==> src/rtl/execute_muldiv_pkg.sv <==
// Shared types and helpers for the iterative execute-stage multiply/divide unit.
package execute_muldiv_pkg;

    localparam int WORD_BITS = 32;

    typedef enum logic [2:0] {
        MD_MUL    = 3'd0,
        MD_MULH   = 3'd1,
        MD_MULHSU = 3'd2,
        MD_MULHU  = 3'd3,
        MD_DIV    = 3'd4,
        MD_DIVU   = 3'd5,
        MD_REM    = 3'd6,
        MD_REMU   = 3'd7
    } muldiv_op_t;

    typedef enum logic [1:0] {
        MD_IDLE,
        MD_CALC,
        MD_DONE
    } muldiv_state_t;

    // Per-op control latched at accept; neg is the sign of the selected result.
    typedef struct packed {
        muldiv_op_t op;
        logic       word;
        logic       neg;
    } muldiv_ctrl_t;

    function automatic logic op_is_div(input muldiv_op_t op);
        return op[2];
    endfunction

    function automatic logic op_is_rem(input muldiv_op_t op);
        return op inside {MD_REM, MD_REMU};
    endfunction

    function automatic logic src1_signed(input muldiv_op_t op);
        return op inside {MD_MUL, MD_MULH, MD_MULHSU, MD_DIV, MD_REM};
    endfunction

    function automatic logic src2_signed(input muldiv_op_t op);
        return op inside {MD_MUL, MD_MULH, MD_DIV, MD_REM};
    endfunction

endpackage

==> src/rtl/execute_muldiv_divstep.sv <==
// Restoring division step retiring STEP_BITS quotient bits per call.
// Latency: combinational.
// Backpressure: none; the caller registers the outputs.
module execute_muldiv_divstep #(
    parameter int XLEN      = 64,
    parameter int STEP_BITS = 1
) (
    input  logic [XLEN-1:0] rem_in,
    input  logic [XLEN-1:0] quo_in,
    input  logic [XLEN-1:0] divisor,
    output logic [XLEN-1:0] rem_out,
    output logic [XLEN-1:0] quo_out
);

    logic [XLEN-1:0] r;
    logic [XLEN-1:0] q;
    logic [XLEN:0]   trial;

    // quo_in carries the unconsumed dividend in its upper bits; quotient bits enter at bit 0.
    always_comb begin
        r     = rem_in;
        q     = quo_in;
        trial = '0;
        for (int i = 0; i < STEP_BITS; i++) begin
            trial = {r, q[XLEN-1]};
            q     = {q[XLEN-2:0], 1'b0};
            if (trial >= {1'b0, divisor}) begin
                trial = trial - {1'b0, divisor};
                q[0]  = 1'b1;
            end
            r = trial[XLEN-1:0];
        end
        rem_out = r;
        quo_out = q;
    end

endmodule

==> src/rtl/execute_muldiv.sv <==
// Iterative RV64M multiply/divide unit with W variants.
// Latency: W/STEP_BITS cycles to out_valid; divide-by-zero and signed overflow in 1 cycle.
// Backpressure: result held in DONE until out_ready; in_ready low while busy or flushing.
module execute_muldiv
    import execute_muldiv_pkg::*;
#(
    parameter int XLEN      = 64,
    parameter int STEP_BITS = 1
) (
    input  logic            clk,
    input  logic            resetn,
    input  logic            flush,
    input  logic            in_valid,
    output logic            in_ready,
    input  muldiv_op_t      op,
    input  logic            word,
    input  logic [XLEN-1:0] src1,
    input  logic [XLEN-1:0] src2,
    output logic            out_valid,
    input  logic            out_ready,
    output logic [XLEN-1:0] result,
    output logic            busy
);

    localparam int CNT_W = $clog2(XLEN / STEP_BITS + 1);
    localparam logic [XLEN-1:0] MIN_X = {1'b1, {(XLEN-1){1'b0}}};

    function automatic logic [XLEN-1:0] sext_w(input logic [31:0] v);
        return XLEN'($signed(v));
    endfunction

    muldiv_state_t   state_q;
    muldiv_ctrl_t    ctrl_q, ctrl_d;
    logic [XLEN-1:0] hi_q, lo_q, opnd_q;
    logic [CNT_W-1:0] cnt_q, cnt_init;

    logic            accept, eff_word, sgn1, sgn2, neg1, neg2, neg_res;
    logic            div_zero, div_ovf, fast;
    logic [XLEN-1:0] a1, a2, m1, m2, div_init, fast_raw, fast_res;

    assign in_ready  = !flush && (state_q == MD_IDLE || (state_q == MD_DONE && out_ready));
    assign accept    = in_valid && in_ready;
    assign out_valid = (state_q == MD_DONE);
    assign busy      = (state_q != MD_IDLE);

    // Operand preparation: extend at the effective width, then take magnitudes.
    always_comb begin
        eff_word = word && (op == MD_MUL || op_is_div(op));
        sgn1     = src1_signed(op);
        sgn2     = src2_signed(op);
        a1       = src1;
        a2       = src2;
        if (eff_word) begin
            a1 = sgn1 ? sext_w(src1[31:0]) : XLEN'(src1[31:0]);
            a2 = sgn2 ? sext_w(src2[31:0]) : XLEN'(src2[31:0]);
        end
        neg1     = sgn1 && a1[XLEN-1];
        neg2     = sgn2 && a2[XLEN-1];
        m1       = neg1 ? -a1 : a1;
        m2       = neg2 ? -a2 : a2;
        neg_res  = (op_is_rem(op) || op == MD_MULHSU) ? neg1 : (neg1 ^ neg2);

        div_zero = op_is_div(op) && (a2 == '0);
        div_ovf  = op_is_div(op) && sgn1 && (a2 == '1)
                   && (a1 == (eff_word ? sext_w(32'h8000_0000) : MIN_X));
        fast     = div_zero || div_ovf;
        if (div_zero) fast_raw = op_is_rem(op) ? a1 : '1;
        else          fast_raw = op_is_rem(op) ? '0 : a1;
        fast_res = eff_word ? sext_w(fast_raw[31:0]) : fast_raw;

        // Word divides pre-shift the dividend so the top bit always enters first.
        div_init = eff_word ? (m1 << (XLEN - WORD_BITS)) : m1;
        cnt_init = eff_word ? CNT_W'(WORD_BITS / STEP_BITS) : CNT_W'(XLEN / STEP_BITS);

        ctrl_d      = '0;
        ctrl_d.op   = op;
        ctrl_d.word = eff_word;
        ctrl_d.neg  = neg_res;
    end

    // Shift-add multiply: {hi, lo} is the 2W accumulator, lo starts as the multiplier.
    logic [XLEN-1:0] mhi, mlo;
    logic [XLEN:0]   msum;

    always_comb begin
        mhi  = hi_q;
        mlo  = lo_q;
        msum = '0;
        for (int i = 0; i < STEP_BITS; i++) begin
            msum       = {1'b0, mhi} + (mlo[0] ? {1'b0, opnd_q} : '0);
            {mhi, mlo} = {msum, mlo[XLEN-1:1]};
        end
    end

    logic [XLEN-1:0] dhi, dlo;

    execute_muldiv_divstep #(
        .XLEN      (XLEN),
        .STEP_BITS (STEP_BITS)
    ) u_divstep (
        .rem_in  (hi_q),
        .quo_in  (lo_q),
        .divisor (opnd_q),
        .rem_out (dhi),
        .quo_out (dlo)
    );

    logic [XLEN-1:0]   step_hi, step_lo, quo, rem, calc_raw, calc_res;
    logic [2*XLEN-1:0] prod, prod_sh;

    // Word multiplies run W steps only, so the product sits XLEN-32 bits up.
    always_comb begin
        step_hi = op_is_div(ctrl_q.op) ? dhi : mhi;
        step_lo = op_is_div(ctrl_q.op) ? dlo : mlo;
        prod    = ctrl_q.neg ? -{mhi, mlo} : {mhi, mlo};
        prod_sh = ctrl_q.word ? (prod >> (XLEN - WORD_BITS)) : prod;
        quo     = ctrl_q.neg ? -dlo : dlo;
        rem     = ctrl_q.neg ? -dhi : dhi;
        case (ctrl_q.op)
            MD_MUL:                       calc_raw = prod_sh[XLEN-1:0];
            MD_MULH, MD_MULHSU, MD_MULHU: calc_raw = prod_sh[2*XLEN-1:XLEN];
            MD_DIV, MD_DIVU:              calc_raw = quo;
            default:                      calc_raw = rem;
        endcase
        calc_res = ctrl_q.word ? sext_w(calc_raw[31:0]) : calc_raw;
    end

    always_ff @(posedge clk or negedge resetn) begin
        if (!resetn) begin
            state_q <= MD_IDLE;
            ctrl_q  <= '0;
            hi_q    <= '0;
            lo_q    <= '0;
            opnd_q  <= '0;
            cnt_q   <= '0;
            result  <= '0;
        end else if (flush) begin
            state_q <= MD_IDLE;
        end else begin
            case (state_q)
                MD_CALC: begin
                    hi_q  <= step_hi;
                    lo_q  <= step_lo;
                    cnt_q <= cnt_q - CNT_W'(1);
                    if (cnt_q == CNT_W'(1)) begin
                        result  <= calc_res;
                        state_q <= MD_DONE;
                    end
                end
                MD_DONE: begin
                    if (out_ready && !in_valid) state_q <= MD_IDLE;
                end
                default: ;
            endcase
            // Accept is only possible from IDLE or a consumed DONE, so it overrides the above.
            if (accept) begin
                ctrl_q <= ctrl_d;
                opnd_q <= op_is_div(op) ? m2 : m1;
                hi_q   <= '0;
                lo_q   <= op_is_div(op) ? div_init : m2;
                cnt_q  <= cnt_init;
                if (fast) begin
                    result  <= fast_res;
                    state_q <= MD_DONE;
                end else begin
                    state_q <= MD_CALC;
                end
            end
        end
    end

endmodule
==> config.mk <==
export PLATFORM = sky130hd
export DESIGN_NAME = execute_muldiv
export DESIGN_NICKNAME = d
export VERILOG_FILES = /design/src/rtl/execute_muldiv_pkg.sv /design/src/rtl/execute_muldiv_divstep.sv /design/src/rtl/execute_muldiv.sv
export SDC_FILE = /design/constraint.sdc
export NUM_CORES = 2
export LEC_CHECK = 0
export CORE_ASPECT_RATIO = 1.2
export CORE_MARGIN = 3
export CORE_UTILIZATION = 45
export CTS_BUF_LIST = sky130_fd_sc_hd__clkbuf_8
export DETAILED_ROUTE_END_ITERATION = 10
export MAX_ROUTING_LAYER = met4
export PLACE_DENSITY_LB_ADDON = 0.25
export SLEW_MARGIN = 5
export SYNTH_ARGS = -nofsm -noshare
export SYNTH_HDL_FRONTEND = slang
export SYNTH_SLANG_ARGS = --single-unit
export TNS_END_PERCENT = 10
==> constraint.sdc <==
create_clock -name clk -period 7 [get_ports clk]
set_input_delay 1.4 -clock clk [delete_from_list [all_inputs] [get_ports clk]]
set_output_delay 1.4 -clock clk [all_outputs]
set_load 0.01 [all_outputs]
==> impl_metrics.csv <==
group,metric,value,unit
layout,num-fill-cells,8670,
critical_path,path_class,"flip-flop to flip-flop",
drt,drt_iter0_drc,6966,
floorplanning,rows,116,
synthesis,yosysUniqueCellTypes,120,
flow_run,max_cap_viol_count,0,
sta,rsz0062_at_grt,"yes",
floorplanning,dieArea,88200,um^2
drt,num_vias,47388,
sta,setup_tns,0,ns
synthesis,syn-instance-count,5577,
floorplanning,core,83700,um^2
drt,viasPerCell,6.92,
global_routing,grt_pass1_vias,43407,
layout,final_common_cell,"nand2_1",
critical_path,cp.required,7.55,ns
synthesis,syn_nets,5852,
global_routing,antenna_found_initial,15,
placement,place.port_buffers,203,
power,pwr_density_cell,524,nW/um^2
run_status,status,"finished clean",
drt,ant_nets,0,
layout,post-route-util,51.6,%
floorplanning,io_pins,204,
sta,maxSlewHeadroom,15.9,%
placement,gp_congestion,1.07,
global_routing,grt_pass1_wl,312,mm
power,ir_worst_vdd,0.286,mV
clock_tree,clk_latency,0.72,ns
layout,final_nets,5946,
clock_tree,cts_sinks,270,
clock_tree,clockBufferDepth,3,
layout,mostFrequentLayoutCells,"nand2_1, nor2_1, o21ai_0",
clock_tree,cts_root_buffer,"clkbuf_8",
layout,area_growth,13.3,%
drt,wl_per_cell,32.4,um
floorplanning,initial_core_util,45.5,%
synthesis,syn_area_per_cell,6.83,um^2
synthesis,synthArstFlopShare,100,%
clock_tree,hold_buffers,0,
global_routing,grt_overflow,0,
clock_tree,cts_tree,"done",
placement,dp_hpwl,177,mm
layout,final_area,43200,um^2
drt,drc,0,
critical_path,crit_path_end_kind,"flip-flop",
layout,layout-drive-gt1-share,8.98,%
synthesis,synth_area,38100,um^2
synthesis,yosys_warnings,0,
sta,worst_slack,0.0915,ns
sta,hold_violations,0,
layout,seq_area,6770,um^2
floorplanning,die_height,325,um
placement,placed_cell_area,42000,um^2
synthesis,synth_ff_type,"dfrtp_1",
global_routing,grt_max_degree,171,
critical_path,crit_fanout,30,
synthesis,yosysSeqAreaShare,17.7,%
clock_tree,path_clk_slew,0.06,ns
layout,multi_input_area,29300,um^2
placement,pre_cts_ws,0.383,ns
synthesis,ys_seq_elements,270,
sta,fmax,145,MHz
sta,final_max_slew_viol_count,0,
sta,period_share,98.7,%
floorplanning,die_w,272,um
sta,tightest_slew,1.25,ns
sta,finalClockSkew,0.0704,ns
clock_tree,cts_buffers,50,
power,leakagePower,17.1,nW
sta,fin_crit,6.91,ns
clock_tree,htree_levels,2,
synthesis,synth_edf_count,0,
critical_path,arrival,7.46,ns
critical_path,crit_path_start_kind,"flip-flop",
global_routing,grt_usage,49.7,%
drt,drt-total-wl,222,mm
min_path,hp-class,"flip-flop to flip-flop",
sta,report.final.setup_viol,0,
drt,dr.pass1.iters,7,
-- metal layers --
layer	wire length (um)	vias up	part of all wire [%]	GRT usage, %
met2	94700	3368	43	72.6
met3	23800	839	11	11.4
met5	0	-	0	-
li1	-	20773	-	-
met4	23100	0	10	40.2
met1	80400	22408	36	58.2
-- what timing repair did --
item | 4_1_cts | 5_1_grt
buffers inserted | 0 | 0
resized for setup | 0 | 2
setup endpoints to repair | 0 | 3
-- report_power, final --
| group | internal [mW] | total, mW | leakage [nW] | switching [mW] |
|---|---|---|---|---|
| clock network | 0.980 | 1.83 | 0.607 | 0.849 |
| registers | 2.11 | 3.04 | 3.40 | 0.928 |
| logic | 5.77 | 17.8 | 13.1 | 12.0 |
-- sequential cells by signal (all words and copies together), names as in the netlist --
name,cells
cnt_q,7
result,64
lo_q,64
opnd_q,64
ctrl_q,5
state_q,2
hi_q,64
-- synthesized netlist by cell type, types with 62 or more instances --
master | number | area share, %
a211oi_1 | 62 | 1.2
a21o_1 | 76 | 1.5
a21oi_1 | 528 | 6.9
clkbuf_1 | 339 | 3.3
dfrtp_1 | 270 | 18
ha_1 | 136 | 4.5
inv_1 | 142 | 1.4
mux2i_1 | 141 | 3.7
nand2_1 | 715 | 7.0
nand3_1 | 91 | 1.2
nand4_1 | 100 | 1.6
nor2_1 | 594 | 5.8
nor3_1 | 153 | 2.0
o211ai_1 | 96 | 1.9
o21ai_0 | 574 | 7.5
o31ai_1 | 92 | 1.8
or3_1 | 83 | 1.4
xnor2_1 | 188 | 4.3
xor2_1 | 189 | 4.3
-- worst max-delay path: stages, from the launching register on --
cell and delay, ns:
dfrtp_1 0.45, inv_2 0.55, buf_4 0.26, nor2_1 0.05, ha_1 0.49, nand2_1 0.17, nor2_1 0.35, nand2_1 0.19
a2111oi_1 0.99, buf_4 0.26, o211a_1 0.15, a2111oi_2 0.05, a2111o_2 0.52, nor2_1 0.28, nand4_1 0.23, buf_4 0.20
o21ai_0 0.28, xnor2_1 0.48, nor2_1 0.08, o221ai_1 0.51, o211ai_1 0.17
-- cell families after synthesis --
logic type	Yosys count	synth area share [%]
muxes	167	4.50
buffers and inverters	568	5.79
DFF	270	17.7
adders and majority gates	138	4.57
xor gates and xnor gates	381	8.83
AOI/OAI and AO/OA	1988	33.1
and+or+nand+nor	2065	25.5
-- final cells by class --
class | instances | area share (%)
multi-input cells | 4739 | 67.7
flip-flops and latches | 270 | 15.7
repair buffers | 465 | 9.42
well taps | 1121 | 3.25
clock buffers | 61 | 1.94
inverters | 145 | 1.26
clock inverters | 30 | 0.652
diodes | 13 | 0.0753
-- through the flow --
stage          power (mW)  hold WS (ns)  instances
2_1_floorplan        12.8         0.450       5577
3_3_place_gp         19.7         0.466       6740
3_5_place_dp         19.7         0.474       6740
4_1_cts              21.7         0.487       6831
5_1_grt              23.5         0.515       6844
6_report             22.7         0.488       6844
-- path summary, 6_finish.rpt --
| kind | start | end | slack [ns] | cells past startpoint |
|---|---|---|---|---|
| setup / recovery | lo_q[0] | result[18] | 0.09 | 20 |
| hold / removal | opnd_q[56] | opnd_q[56] | 0.49 | 2 |
| setup reg to reg | lo_q[0] | result[18] | 0.09 | 20 |
| hold reg to reg | opnd_q[56] | opnd_q[56] | 0.49 | 2 |
| max in group asynchronous | resetn | hi_q[49] | 4.84 | 2 |
| min in group asynchronous | resetn | lo_q[4] | 0.70 | 1 |
Power figures use the tool's default switching activity.
